==> config.mk <==
export PLATFORM = sky130hd
export DESIGN_NAME = serial_comparator_lsb
export DESIGN_NICKNAME = d
export VERILOG_FILES = /design/src/rtl/serial_comparator_lsb.sv
export SDC_FILE = /design/constraint.sdc
export NUM_CORES = 1
export LEC_CHECK = 0
export CAP_MARGIN = 0
export CORE_ASPECT_RATIO = 1.4
export CORE_MARGIN = 4
export CORE_UTILIZATION = 46
export CTS_BUF_LIST = sky130_fd_sc_hd__clkbuf_8 sky130_fd_sc_hd__clkbuf_16
export DETAILED_ROUTE_END_ITERATION = 6
export HOLD_SLACK_MARGIN = 0.05
export MAX_ROUTING_LAYER = met4
export PLACE_DENSITY = 0.72
export SLEW_MARGIN = 20
export SYNTH_ARGS = -nofsm -noshare
export SYNTH_HDL_FRONTEND = slang
export SYNTH_SLANG_ARGS = --single-unit
==> constraint.sdc <==
create_clock -name clk -period 1.6 [get_ports clk]
set_clock_uncertainty 0.2 [all_clocks]
set_input_delay 0.24 -clock clk [delete_from_list [all_inputs] [get_ports clk]]
set_output_delay 0.24 -clock clk [all_outputs]
set_load 0.01 [all_outputs]
==> src/rtl/serial_comparator_lsb.sv <==
// -----------------------------------------------------------------------------
// serial_comparator_lsb
// Bit-serial 16-bit magnitude comparator. Operands are processed LSB-first,
// one bit pair per clock, so a later (more significant) differing bit always
// overrides whatever the lower bits or the cascade seed decided.
//
// Ports
//   clk                 : single clock, rising edge
//   rst                 : synchronous, active-high reset (priority over start)
//   start               : request a comparison; accepted in IDLE or DONE
//   a, b                : 16-bit operands, captured on the accept edge
//   gt_in, lt_in, eq_in : cascade result from the less-significant word,
//                         captured on the accept edge (priority gt > lt > eq)
//   busy                : high while bits are being processed (RUN)
//   done                : one-cycle pulse, result valid (DONE)
//   gt, lt, eq          : registered one-hot result, held until next DONE
// -----------------------------------------------------------------------------
module serial_comparator_lsb (
   input  logic        clk,
   input  logic        rst,
   input  logic        start,
   input  logic [15:0] a,
   input  logic [15:0] b,
   input  logic        gt_in,
   input  logic        lt_in,
   input  logic        eq_in,
   output logic        busy,
   output logic        done,
   output logic        gt,
   output logic        lt,
   output logic        eq
);

   typedef enum logic [1:0] {
      ST_IDLE = 2'd0,
      ST_RUN  = 2'd1,
      ST_DONE = 2'd2
   } state_t;

   // Running result encoding: {gt, lt, eq}
   localparam logic [2:0] RES_GT = 3'b100;
   localparam logic [2:0] RES_LT = 3'b010;
   localparam logic [2:0] RES_EQ = 3'b001;

   state_t      state_r;
   logic [3:0]  cnt_r;
   logic [15:0] a_sh_r;
   logic [15:0] b_sh_r;
   logic [2:0]  run_r;
   logic [2:0]  step_s;
   logic        accept_s;

   // Resolve the cascade inputs into a one-hot seed. Malformed inputs fall
   // through the priority chain; eq_in and the all-zero case both mean equal.
   function automatic logic [2:0] seed_result(input logic g_i,
                                              input logic l_i,
                                              input logic e_i);
      logic [2:0] res;
      if (g_i) begin
         res = RES_GT;
      end else if (l_i) begin
         res = RES_LT;
      end else if (e_i) begin
         res = RES_EQ;
      end else begin
         res = RES_EQ;
      end
      return res;
   endfunction

   // One LSB-first step: a differing bit replaces the running result,
   // equal bits leave it alone.
   function automatic logic [2:0] step_result(input logic [2:0] run_i,
                                              input logic       a_bit,
                                              input logic       b_bit);
      logic [2:0] res;
      case ({a_bit, b_bit})
         2'b10:   res = RES_GT;
         2'b01:   res = RES_LT;
         default: res = run_i;
      endcase
      return res;
   endfunction

   // Start is honoured only outside RUN; a start during RUN is simply dropped.
   always_comb begin
      accept_s = 1'b0;
      if (start && (state_r != ST_RUN)) begin
         accept_s = 1'b1;
      end else begin
         accept_s = 1'b0;
      end
   end

   // Result of processing the current bit pair.
   always_comb begin
      step_s = step_result(run_r, a_sh_r[0], b_sh_r[0]);
   end

   // Control FSM, datapath registers and registered outputs.
   always_ff @(posedge clk) begin
      if (rst) begin
         state_r <= ST_IDLE;
         cnt_r   <= 4'd0;
         a_sh_r  <= 16'd0;
         b_sh_r  <= 16'd0;
         run_r   <= RES_EQ;
         busy    <= 1'b0;
         done    <= 1'b0;
         gt      <= 1'b0;
         lt      <= 1'b0;
         eq      <= 1'b1;
      end else if (accept_s) begin
         state_r <= ST_RUN;
         cnt_r   <= 4'd0;
         a_sh_r  <= a;
         b_sh_r  <= b;
         run_r   <= seed_result(gt_in, lt_in, eq_in);
         busy    <= 1'b1;
         done    <= 1'b0;
      end else begin
         case (state_r)
            ST_IDLE: begin
               busy <= 1'b0;
               done <= 1'b0;
            end
            ST_RUN: begin
               run_r  <= step_s;
               a_sh_r <= {1'b0, a_sh_r[15:1]};
               b_sh_r <= {1'b0, b_sh_r[15:1]};
               cnt_r  <= cnt_r + 4'd1;
               if (cnt_r == 4'd15) begin
                  // Last bit: publish the result including bit 15.
                  state_r <= ST_DONE;
                  busy    <= 1'b0;
                  done    <= 1'b1;
                  gt      <= step_s[2];
                  lt      <= step_s[1];
                  eq      <= step_s[0];
               end else begin
                  busy <= 1'b1;
                  done <= 1'b0;
               end
            end
            ST_DONE: begin
               state_r <= ST_IDLE;
               busy    <= 1'b0;
               done    <= 1'b0;
            end
            default: begin
               state_r <= ST_IDLE;
               busy    <= 1'b0;
               done    <= 1'b0;
            end
         endcase
      end
   end

endmodule

==> impl_metrics.yaml <==
critical_path:
  cp.depth: 5
  timing.rr.end: "run_r[2]"
  critPathMaxStageDelay_ps: 340
  critPathMaxFanout: 3
  crit_required_ps: 1570
  crit_start: "a_sh_r[0]"
  worstPathCellList: "inv_1 > ha_4 > mux2_2 > nor2_1 > a211oi_2"
  cp_slowest_cell: "dfxtp_1"
  cp-start-kind: "register"
  cp-end-kind: "register"
  crit_end: "run_r[2]"
  critPathBufInv: 1
  ff2ff_path_depth: 5
  r2r_start: "a_sh_r[0]"
  r2r_slack_ps: 80
  worstPathArrival_ps: 1490
  worstSetupPathType: "reg -> reg"
  critical_path.top_delay_family: "flip-flops"
cells_and_area:
  area_growth_pct: 26.1
  layout.nets: 290
  drive_gt1_frac: 0.218
  final_area_mm2: 0.00280
  n_antenna_cell: 0
  utilization: 0.607
synth:
  synth_ff_type: "dfxtp_1"
  synth_largest_area_cell: "dfxtp_1"
  syn-instance-count: 211
  ys_async_sr_fraction: 0
  netlist.area_leader.share: 0.415
  synth_seq_area_share: 0.415
  synth_edf_count: 0
  ys_ff_latch: 46
  ys_top_cells_by_count: "dfxtp_1, mux2i_1, nor2_1"
  yosys-top-cells-area: "dfxtp_1, a211oi_2, mux2i_1"
  syn_avg_cell_area_um2: 10.5
  yosysMostFrequentCell: "dfxtp_1"
  syn_nets: 252
  syn_area_mm2: 0.00222
  yosysWarnings: 0
  synth_cell_types: 31
pwr:
  cellPowerDensity_mw_per_mm2: 867
  ir_worst_vdd_v: 0.000455
  p_leak_uw: 0.00116
sta:
  fmax_mhz: 658
  setup_ws_ps: 81.3
  setup_tns_ps: 0
  slew_headroom: 0.810
  setup_viol: 0
  fin_crit_ps: 1520
  worst_pin_slew_ps: 282
  rsz0062_at_grt: "no"
  hold_viol: 0
  drv_slew: 0
  post-route-period-util: 0.949
placement:
  dp_hpwl_um: 2990
  place_congestion: 0.838
  dpl_cell_area_mm2: 0.00268
  pre_cts_ws_ps: 59.8
  io_buffers: 41
floorplan:
  coreArea_mm2: 0.00461
  die_w_um: 66.7
  dieArea_mm2: 0.00601
  die_h_um: 90.1
  ios: 43
  initial_core_util: 0.481
  rows: 29
global_route:
  overflow: 0
  antenna_found_initial: 0
  grt_usage: 0.157
  grt_max_degree: 43
  grt_pass1_vias: 1637
  grt_pass1_wl_um: 7290
drt:
  ant_nets: 0
  viasPerCell: 5.19
  drt_iter0_drc: 108
  wl_per_cell_um: 13.5
  vias: 1610
  drt_pass1_iterations: 4
  drcViolationCount: 0
  drt-total-wl_um: 4190
clock_tree:
  clock-sinks: 46
  clk_pin_slew_ps: 80
  cts_tree: "done"
  cts_root_buf: "clkbuf_8"
  clk_latency_ps: 290
  numCtsBuffers: 5
  htree_num_levels: 2
  cts.path.max_buffers: 2
flow_run:
  cap_violations: 0
outcome:
  outcome: "finished, final reports clean"
hold_path:
  hold_depth: 3
  hold_class: "in -> reg"
-- per-layer routing --
metal | vias to the layer above | global-route usage | wire length [um]
li1 | 826 | - | -
met1 | 746 | 0.177 | 1780
met2 | 30 | 0.267 | 2160
met3 | 8 | 0.0374 | 178
met4 | 0 | 0.0508 | 76
met5 | - | - | 0
-- power breakdown --
group	internal (uW)	switching, uW
Combinational	258	215
Clock	333	353
Sequential	1230	41.2
-- placed cells by master, fill, tap and decap left out, types with 2 or more instances in the layout --
| master | netlist | layout |
|---|---|---|
| buf_2 | 6 | 2 |
| dlymetal6s2s_1 | 0 | 2 |
| a31oi_1 | 2 | 2 |
| dfxtp_1 | 46 | 46 |
| inv_1 | 5 | 5 |
| nor3_1 | 2 | 2 |
| a21oi_1 | 6 | 6 |
| buf_12 | 0 | 4 |
| mux2i_1 | 36 | 35 |
| clkbuf_8 | 0 | 6 |
| clkdlybuf4s50_1 | 0 | 34 |
| a211oi_2 | 31 | 31 |
| ha_1 | 3 | 2 |
| nor2_1 | 33 | 33 |
| buf_4 | 4 | 5 |
| nand3_1 | 5 | 5 |
| nand2_1 | 6 | 6 |
| nor2b_1 | 2 | 2 |
| dlygate4sd2_1 | 0 | 3 |
-- stage by stage --
stage | hold slack [ps] | cells | power [uW]
floorplan | 178 | 211 | 1600
global placement | 240 | 303 | 1750
detailed placement | 255 | 303 | 1760
CTS | 228 | 310 | 2460
global route | 241 | 310 | 2560
finish | 234 | 310 | 2420
-- cells by family (layout without fill, tap and decap cells) --
| family | after synthesis | after routing | synth area share |
|---|---|---|---|
| and+or+nand+nor | 53 | 53 | 0.106 |
| AOI/OAI and AO/OA | 46 | 46 | 0.218 |
| DFF | 46 | 46 | 0.415 |
| muxes | 38 | 38 | 0.174 |
| buffers and inverters | 25 | 62 | 0.0694 |
| adders and majority gates | 3 | 3 | 0.0169 |
-- area by class of cell --
type	instances	area, um^2
Fill cell	417	1810
Multi-Input combinational cell	140	1170
Tap cell	62	77.6
Inverter	5	18.8
Sequential cell	46	921
Clock buffer	6	82.6
Timing Repair Buffer	51	529
-- worst min-delay path by stage --
stage	start	to	slack (ps)
after detailed placement	eq	eq	250
after CTS	start	run_r[2]	230
after floorplan	lt_in	run_r[0]	180
final	start	run_r[2]	230
after global routing	start	run_r[2]	240
after global placement	eq	eq	240
-- registers in the layout (all words and copies together), names as in the netlist --
name,cells
a_sh_r,16
b_sh_r,16
cnt_r,4
run_r,3
state_r,2
busy,1
done,1
eq,1
gt,1
lt,1
-- worst reg2reg max path, delay by kind of cell (launching register included) --
family / cells / cell delay [ps]
adders and majority gates: 1 / 280
buffers and inverters: 1 / 70
AOI/OAI and AO/OA: 1 / 60
and+or+nand+nor: 1 / 120
muxes: 1 / 340
DFF: 1 / 340
-- timing repair --
| item | CTS | global route |
|---|---|---|
| cloned | 0 | 0 |
| gates resized for setup | 3 | 5 |
| pin swaps | 0 | 1 |
| setup endpoints to repair | 3 | 6 |
| setup buffers | 0 | 0 |
| hold buffers | 1 | 0 |
| hold endpoints to repair | 1 | 0 |
No activity file was read; power rests on OpenSTA's default activity.
